File: src/rtl/spi_txn_ctrl.sv
// SPI transaction sequencer: command byte plus 0..2^LEN_W-1 data bytes issued back-to-back
// in front of spi_interface. Define SPI_TXN_CTRL_TIMEOUT_EN to add the per-byte watchdog.
module spi_txn_ctrl #(
   parameter int LEN_W          = 8,
   parameter int GAP_CYCLES     = 30,
   parameter int TIMEOUT_CYCLES = 4096
) (
   input  logic             clk,
   input  logic             srst,
   input  logic             req_valid,
   output logic             req_ready,
   input  logic             req_rw,
   input  logic [7:0]       req_cmd,
   input  logic [LEN_W-1:0] req_len,
   input  logic [7:0]       wr_data,
   input  logic             wr_valid,
   output logic             wr_ready,
   output logic [7:0]       rd_data,
   output logic             rd_valid,
   output logic             busy,
   output logic             err,
   output logic [7:0]       spi_byte_send,
   output logic             spi_send_byte,
   output logic             spi_receive_byte,
   input  logic [7:0]       spi_byte_receive,
   input  logic             spi_system_idle,
   input  logic             spi_cs,
   output logic [2:0]       dbg_state
);

   // Handshakes: a request transfers on a cycle with req_valid & req_ready; a write byte is
   // sampled on an edge where DATA sees wr_valid, and wr_ready pulses in the following cycle.
   // rd_valid is a single-cycle pulse with no backpressure.
   localparam int GAP_W = (GAP_CYCLES < 2) ? 1 : $clog2(GAP_CYCLES + 1);

   typedef enum logic [2:0] {
      ST_IDLE   = 3'd0,
      ST_CMD    = 3'd1,
      ST_WAIT_C = 3'd2,
      ST_DATA   = 3'd3,
      ST_WAIT_D = 3'd4,
      ST_DONE   = 3'd5
   } state_t;

   state_t             state_q, state_d;
   logic               rw_q, rw_d;
   logic [7:0]         cmd_q, cmd_d;
   logic [LEN_W-1:0]   cnt_q, cnt_d;
   logic               blank_q, blank_d;
   logic [GAP_W-1:0]   gap_q, gap_d;
   logic               req_ready_q, req_ready_d;
   logic               wr_ready_q, wr_ready_d;
   logic [7:0]         rd_data_q, rd_data_d;
   logic               rd_valid_q, rd_valid_d;
   logic [7:0]         byte_send_q, byte_send_d;
   logic               send_q, send_d;
   logic               recv_q, recv_d;
   logic               wait_done;
   logic               timeout_hit;

   // The first WAIT cycle is blanked: spi_interface has not yet seen the strobe we just raised.
   assign wait_done = ((state_q == ST_WAIT_C) || (state_q == ST_WAIT_D)) &&
                      !blank_q && spi_system_idle;

`ifdef SPI_TXN_CTRL_TIMEOUT_EN
   localparam int TO_W = (TIMEOUT_CYCLES < 2) ? 1 : $clog2(TIMEOUT_CYCLES + 1);
   logic [TO_W-1:0] to_q, to_d;
   logic            err_q, err_d;

   always_comb begin
      to_d        = '0;
      err_d       = err_q;
      timeout_hit = 1'b0;
      if (((state_q == ST_WAIT_C) || (state_q == ST_WAIT_D)) && !wait_done) begin
         if (to_q == TO_W'(TIMEOUT_CYCLES - 1)) begin
            timeout_hit = 1'b1;
            err_d       = 1'b1;
         end else begin
            to_d = to_q + TO_W'(1);
         end
      end
      if ((state_q == ST_IDLE) && req_valid && req_ready_q) begin
         err_d = 1'b0;
      end
   end

   assign err = err_q;
`else
   assign timeout_hit = 1'b0;
   assign err         = 1'b0;
`endif

   always_comb begin
      state_d     = state_q;
      rw_d        = rw_q;
      cmd_d       = cmd_q;
      cnt_d       = cnt_q;
      blank_d     = 1'b0;
      gap_d       = gap_q;
      wr_ready_d  = 1'b0;
      rd_data_d   = rd_data_q;
      rd_valid_d  = 1'b0;
      byte_send_d = byte_send_q;
      send_d      = 1'b0;
      recv_d      = 1'b0;
      case (state_q)
         ST_IDLE: begin
            if (gap_q != '0) begin
               gap_d = gap_q - GAP_W'(1);
            end
            if (req_valid && req_ready_q) begin
               rw_d    = req_rw;
               cmd_d   = req_cmd;
               cnt_d   = req_len;
               state_d = ST_CMD;
            end
         end
         ST_CMD: begin
            byte_send_d = cmd_q;
            send_d      = 1'b1;
            blank_d     = 1'b1;
            state_d     = ST_WAIT_C;
         end
         ST_WAIT_C: begin
            if (wait_done) begin
               state_d = (cnt_q == '0) ? ST_DONE : ST_DATA;
            end else if (timeout_hit) begin
               state_d = ST_DONE;
            end
         end
         ST_DATA: begin
            if (rw_q) begin
               recv_d  = 1'b1;
               blank_d = 1'b1;
               state_d = ST_WAIT_D;
            end else if (wr_valid) begin
               byte_send_d = wr_data;
               wr_ready_d  = 1'b1;
               send_d      = 1'b1;
               blank_d     = 1'b1;
               state_d     = ST_WAIT_D;
            end
         end
         ST_WAIT_D: begin
            if (wait_done) begin
               if (rw_q) begin
                  rd_data_d  = spi_byte_receive;
                  rd_valid_d = 1'b1;
               end
               cnt_d   = cnt_q - LEN_W'(1);
               state_d = (cnt_q == LEN_W'(1)) ? ST_DONE : ST_DATA;
            end else if (timeout_hit) begin
               state_d = ST_DONE;
            end
         end
         ST_DONE: begin
            if (spi_cs) begin
               gap_d   = GAP_W'(GAP_CYCLES);
               state_d = ST_IDLE;
            end
         end
         default: state_d = ST_IDLE;
      endcase
      req_ready_d = (state_d == ST_IDLE) && (gap_d == '0) && spi_cs;
   end

   always_ff @(posedge clk) begin
      if (srst) begin
         state_q     <= ST_IDLE;
         rw_q        <= 1'b0;
         cmd_q       <= '0;
         cnt_q       <= '0;
         blank_q     <= 1'b0;
         gap_q       <= '0;
         req_ready_q <= 1'b0;
         wr_ready_q  <= 1'b0;
         rd_data_q   <= '0;
         rd_valid_q  <= 1'b0;
         byte_send_q <= '0;
         send_q      <= 1'b0;
         recv_q      <= 1'b0;
`ifdef SPI_TXN_CTRL_TIMEOUT_EN
         to_q        <= '0;
         err_q       <= 1'b0;
`endif
      end else begin
         state_q     <= state_d;
         rw_q        <= rw_d;
         cmd_q       <= cmd_d;
         cnt_q       <= cnt_d;
         blank_q     <= blank_d;
         gap_q       <= gap_d;
         req_ready_q <= req_ready_d;
         wr_ready_q  <= wr_ready_d;
         rd_data_q   <= rd_data_d;
         rd_valid_q  <= rd_valid_d;
         byte_send_q <= byte_send_d;
         send_q      <= send_d;
         recv_q      <= recv_d;
`ifdef SPI_TXN_CTRL_TIMEOUT_EN
         to_q        <= to_d;
         err_q       <= err_d;
`endif
      end
   end

   assign req_ready        = req_ready_q;
   assign wr_ready         = wr_ready_q;
   assign rd_data          = rd_data_q;
   assign rd_valid         = rd_valid_q;
   assign busy             = (state_q != ST_IDLE);
   assign spi_byte_send    = byte_send_q;
   assign spi_send_byte    = send_q;
   assign spi_receive_byte = recv_q;
   assign dbg_state        = state_q;

endmodule
File: config.mk
export PLATFORM = sky130hd
export DESIGN_NAME = spi_txn_ctrl
export DESIGN_NICKNAME = d
export VERILOG_FILES = /design/src/rtl/spi_txn_ctrl.sv
export SDC_FILE = /design/constraint.sdc
export NUM_CORES = 1
export LEC_CHECK = 0
export ABC_AREA = 0
export BUFFER_PORTS_ARGS = -buffer_cell sky130_fd_sc_hd__buf_2
export CAP_MARGIN = 40
export CORE_ASPECT_RATIO = 0.8
export CORE_MARGIN = 10
export CORE_UTILIZATION = 46
export CTS_CLUSTER_SIZE = 24
export DETAILED_ROUTE_END_ITERATION = 8
export GPL_ROUTABILITY_DRIVEN = 0
export GPL_TIMING_DRIVEN = 1
export PLACE_DENSITY = 0.71
export REMOVE_ABC_BUFFERS = 1
export SLEW_MARGIN = 40
export SYNTH_ARGS = -nofsm -noshare
export SYNTH_HDL_FRONTEND = slang
export SYNTH_SLANG_ARGS = --single-unit
File: constraint.sdc
create_clock -name clk -period 1.7 [get_ports clk]
set_input_delay 0.085 -clock clk [delete_from_list [all_inputs] [get_ports clk]]
set_output_delay 0.085 -clock clk [all_outputs]
set_load 0.01 [all_outputs]
==> results of run 1 <==
[layer usage]
| layer | vias to the layer above | global-route usage, % | wire length, µm | share of wire (%) |
|---|---|---|---|---|
| met4 | 0 | 2.46 | 19 | 0.32 |
| met2 | 61 | 23.6 | 2820 | 47 |
| met5 | - | 0 | 0 | 0 |
| li1 | 1137 | - | - | - |
| met3 | 2 | 4.19 | 399 | 6.7 |
| met1 | 1024 | 17.8 | 2720 | 46 |
[final cells by class]
cell class / instances / area [µm²]
well taps: 60 / 75.1
inverters: 7 / 26.3
clock inverters: 2 / 60.1
multi-input cells: 202 / 1190
repair buffers: 95 / 559
fillers: 429 / 1700
flip-flops and latches: 47 / 942
clock buffers: 6 / 72.6
[cell families (layout without fill, tap and decap cells)]
| family | after synthesis | after routing | share of synthesized area, % |
|---|---|---|---|
| and+or+nand+nor | 122 | 122 | 27.2 |
| AOI/OAI and AO/OA | 73 | 73 | 21.4 |
| DFF | 47 | 47 | 42.6 |
| buffers and inverters | 24 | 110 | 5.55 |
| adders and majority gates | 4 | 4 | 2.26 |
| other | 1 | 1 | 0.170 |
| xor gates and xnor gates | 1 | 1 | 0.396 |
| muxes | 1 | 1 | 0.453 |
[timing repair]
action,in CTS,in global routing
setup endpoints to repair,1,5
gates resized for setup,6,6
hold buffers,0,0
cloned,0,0
pin swaps,1,0
[worst paths after layout]
kind                                    from    endpoint  slack [ps]  cells past startpoint
worst max-delay path            dbg_state[1]   req_ready          40                      7
worst min register to register    rd_data[0]  rd_data[0]         450                      2
worst max register to register  dbg_state[1]   req_ready          40                      7
worst min-delay path              req_cmd[7]    cmd_q[7]          30                      3
[Yosys cell counts (2+ instances only)]
cell type,n,area [µm²]
buf_4,2,15.0
nor4_1,4,25.0
o21ai_1,5,25.0
nor3b_1,3,22.5
nand2_1,47,176
and4b_1,2,20.0
buf_6,3,33.8
a21oi_1,31,155
buf_2,2,10.0
dfxtp_1,47,941
o21ai_0,7,35.0
a22oi_1,2,15.0
a311oi_1,8,70.1
nor3_1,4,20.0
nand2b_1,6,37.5
ha_1,4,50.1
or3b_2,2,17.5
nor2b_1,4,25.0
a221oi_1,2,17.5
nor2_1,23,86.3
a211oi_1,5,37.5
inv_1,6,22.5
nand3_1,19,95.1
clkbuf_1,10,37.5
[state kept, by name (all words and copies together) (netlist names)]
| name | count |
|---|---|
| spi_send_byte | 1 |
| spi_byte_send | 8 |
| cmd_q | 8 |
| rw_q | 1 |
| rd_data | 8 |
| rd_valid | 1 |
| req_ready | 1 |
| blank_q | 1 |
| cnt_q | 8 |
| spi_receive_byte | 1 |
| dbg_state | 3 |
| gap_q | 5 |
| wr_ready | 1 |
[report_power, final]
part           switching (mW)  internal (mW)  total, mW
clock                   0.361          0.588      0.949
combinational           0.513          0.481      0.994
sequential             0.0753           1.20       1.28
total                   0.949           2.27       3.22
[metrics by stage]
step                power (mW)  TNS [ps]  std cells
floorplan                 1.84     -6690        256
detailed placement        2.23     -80.4        411
global placement          2.21     -56.3        411
CTS                       3.20         0        419
global route              3.42     -60.9        419
finish                    3.22         0        419
[critical path, delay by kind of cell, from the launching register on]
kind,cells,cell delay [ps]
AO/OA/AOI/OAI,1,270
buffers and inverters,2,250
AND/OR/NAND/NOR,4,750
flip-flops,1,310
==> results.md, run 1 <==
- Status: completed
- Die Wd: about 100 µm
- Drt drc: 0
- Vias in the first global route: about 2.1k
- ANT cells: 0
- Crit share post-route: a little over nine tenths
- Remaining Overflow, GRT: 0
- First-pass GRT wire length: roughly 9.6 mm
- Pre-CTS setup slack: -80.4 ps
- Syn avg cell area: 8.10 µm²
- Post-Layout Inst Area: between 2000 and 3000 µm²
- GRT Total Usage: 14.0%
- Distinct cells, synth: 49
- Commonest non-fill, non-tap cell in the layout: buf_2
- Slowest stage delay, CP: between 300 and 400 ps
- Fmax: 602 MHz
- Post-CTS Setup Inserts: 0
- Root Buffer: clkbuf_8
- Leakage: 1.22 nW
- Worst hold slack: 28.3 ps
- Final Setup Violations: 0
- Crit path kind: reg2reg
- P&R area growth vs syn: 32.4%
- RSZ-0062 raised after global routing: yes
- Mapped Cells: 273
- CP max FO: 5
- Die Area: roughly 8000 µm²
- Yosys warns: 0
- PwrDens: 1100 nW/µm²
- CTS tree: yes
- Ports: 65
- Dpl hpwl: 4.49 mm
- Post-synth EDFFs: 0
- Tmin final: about 1700 ps
- Core ar.: around 4600 µm²
- Peak supply drop: between 500 and 600 µV
- Top_reg_cell synth: dfxtp_1
- Synthesized cell area: approximately 2200 µm²
- Input/output buffers: 63
- First drt pass iteration count: 6
- Max Cap Viol: 0
- Share of layout cells above drive strength 1: 34.0%
- Data required time at the worst endpoint: 1900 ps
- Worst-Skew Late Latency: 290 ps
- HP Class: in2reg
- Post-detailed-route via-to-cell ratio: 5.31
- Via Count: approximately 2.2k
- Htree depth: 2
- CTS clk-pin slew, worst paths: 90 ps
- CP startpoint kind: flop
- Post-DRT Antenna Nets: 0
- Worst-path cell chain: buf_4 > nor3_4 > inv_2 > o32ai_2 > and4b_1 > nand3_1 > nor4b_2
- Placed inst area: between 2000 and 3000 µm²
- Sequential-to-total area share from yosys stat: 42.6%
- FF+latch count, synth: 47
- Most frequent cells in the layout: buf_2 (63), nand2_1 (47), dfxtp_1 (46)
- Row cnt: 22
- Initial antenna violation count: 0
- Post-synth ARST share: 0%
- Nets@finish: 401
- Post-Route Skew: 9.51 ps
- Setup WS post-layout: 40.2 ps
- Die Ht: between 80 and 90 µm
- Starting Density: between 40% and 50%
- Clock tree buffer depth: 2
- Crit. End Element: flop
- Pin count of the biggest net entering global routing: 32
- Total wire length: 5.96 mm
- Fin util: between 60% and 70%
- Final slew viol count: 0
- Data arrival, critical path: about 1900 ps
- Final Hold Viols: 0
- Total CTS buffers: 5
- Starting DRT DRC Count: 104
- # clock sinks: 47
- WL per Instance: 14.2 µm
- Slowest-stage cell, CP: dfxtp_1
No activity file was read; power rests on OpenSTA's default activity.
==> inputs of run 2 (changes only) <==
==> constraint.sdc (replaced) <==
create_clock -name clk -period 1.7 [get_ports clk]
set_input_delay 0.255 -clock clk [delete_from_list [all_inputs] [get_ports clk]]
set_output_delay 0.255 -clock clk [all_outputs]
set_load 0.01 [all_outputs]
==> results.md, run 2 (same netlist as run 1, synthesis figures left out) <==
- Worst hold slack: 195 ps
- Starting DRT DRC Count: 127
- RSZ-0062 raised after global routing: yes
- Data required time at the worst endpoint: about 1900 ps
- Tmin final: 1680 ps
- # clock sinks: 47
- Fin util: 65.0%
- Leakage: 1.24 nW
- Nets@finish: 404
- TNS Setup: 0 ps
- Starting Density: 47.8%
- Storage element area: approximately 940 µm²
- Core ar.: 4620 µm²
- CP max FO: 16
- Die Area: 8000 µm²
- Status: completed
- Post-Route Skew: 5.31 ps
- WL per Instance: 14.6 µm
- PwrDens: approximately 1100 nW/µm²
- Hold_sp: req_cmd[3]
- Row cnt: 22
- Fmax: 597 MHz
- CP startpoint kind: flop
- Data arrival, critical path: around 1900 ps
- Non-Filler Instances: 422
- CTS clk-pin slew, worst paths: 90 ps
- Input/output buffers: between 60 and 70
- Post-Layout Inst Area: 3010 µm²
- Dpl cells: ~410
- Pre-CTS setup slack: -142 ps
- Pin count of the biggest net entering global routing: 32
- Crit path from: dbg_state[1]
- Final Hold Viols: 0
- Clock tree buffer depth: 2
- Area of the multi-input gates: 1240 µm²
- Remaining Overflow, GRT: 0
- Final Setup Violations: 0
- Htree depth: 2
- Final slew viol count: 0
- Hold_buf cts: 0
- Worst-Skew Late Latency: 290 ps
- Commonest non-fill, non-tap cell in the layout: buf_2
- Root Buffer: clkbuf_8
- HP Class: in2reg
- GRT Total Usage: 14.6%
- CTS tree: yes
- RR Startpoint: dbg_state[1]
- First-pass GRT wire length: around 10 mm
- Setup WS post-layout: between 20 and 25 ps
- Total CTS buffers: 5
- Crit. End Element: flop
- Placed inst area: 2760 µm²
- Total wire length: 6.18 mm
- Crit path kind: reg2reg
- FILL cells: 421
- Peak supply drop: 729 µV
- Die Ht: 82.0 µm
- Vias in the first global route: 2,183
- Drt drc: 0
- Worst r2r path cells: 6
- Via Count: 2,250
- Setup slack, reg-to-reg: 20 ps
- Ports: 65
- Initial antenna violation count: 0
- Most frequent cells in the layout: buf_2 (63), nand2_1 (47), dfxtp_1 (44)
- Post-detailed-route via-to-cell ratio: 5.33
- Reg2reg end: dbg_state[0]
- ANT cells: 0
- First drt pass iteration count: 4
- CP endpoint: dbg_state[0]
- Final Total Pwr: approximately 3.4 mW
- Dpl hpwl: about 4.6 mm
- Crit share post-route: 98.5%
- Max Cap Viol: 0
- Post-DRT Antenna Nets: 0
- P&R area growth vs syn: 36.0%
- Share of layout cells above drive strength 1: between 30% and 40%
- Die Wd: 97.5 µm
==> run 2: changes by cell type in the layout (fill, tap and decap cells not counted), sizes merged <==
cell	change
buf	+3
==> run 2: how the worst min path moves through the flow <==
stage | endpoint | slack (ps) | depth (start not counted)
2_1_floorplan | cmd_q[0] | 320 | 1
3_3_place_gp | rd_data[0] | 440 | 2
3_5_place_dp | rd_data[5] | 450 | 2
4_1_cts | cmd_q[6] | 190 | 3
5_1_grt | cmd_q[3] | 180 | 3
6_report | cmd_q[3] | 200 | 3
==> run 2: final cells by class <==
| class | instances | share of cell area [%] |
|---|---|---|
| sequential | 47 | 31.4 |
| clock inverter | 2 | 2.00 |
| tap | 60 | 2.50 |
| inverter | 7 | 0.957 |
| multi-input combinational | 202 | 41.2 |
| clock buffer | 6 | 2.41 |
| timing repair buffer | 98 | 19.5 |
==> run 2: timing repair <==
action,in CTS,in global routing
gates cloned,0,0
hold endpoints to repair,0,0
pin swaps,3,5
buffers inserted,0,1
setup endpoints to repair,2,9
resized for setup,5,17
==> run 2: worst max-delay path, cell delays in order, from the launching register on <==
cell and delay, ps:
dfxtp_2 330, buf_6 120, buf_4 190, nand2b_1 180, or3b_2 450, o211ai_1 180, nor2b_1 170
==> run 2: metal layers <==
| metal | share of wire (%) | track usage [%] | vias up |
|---|---|---|---|
| met2 | 48 | 25.0 | 69 |
| met5 | 0 | 0 | - |
| met4 | 0.94 | 2.75 | 0 |
| li1 | - | - | 1139 |
| met3 | 7.3 | 5.87 | 7 |
| met1 | 44 | 17.3 | 1035 |
==> run 2: report_power, final <==
group          switching, mW  internal, mW
Combinational          0.564         0.551
Sequential            0.0905          1.21
Clock                  0.366         0.588
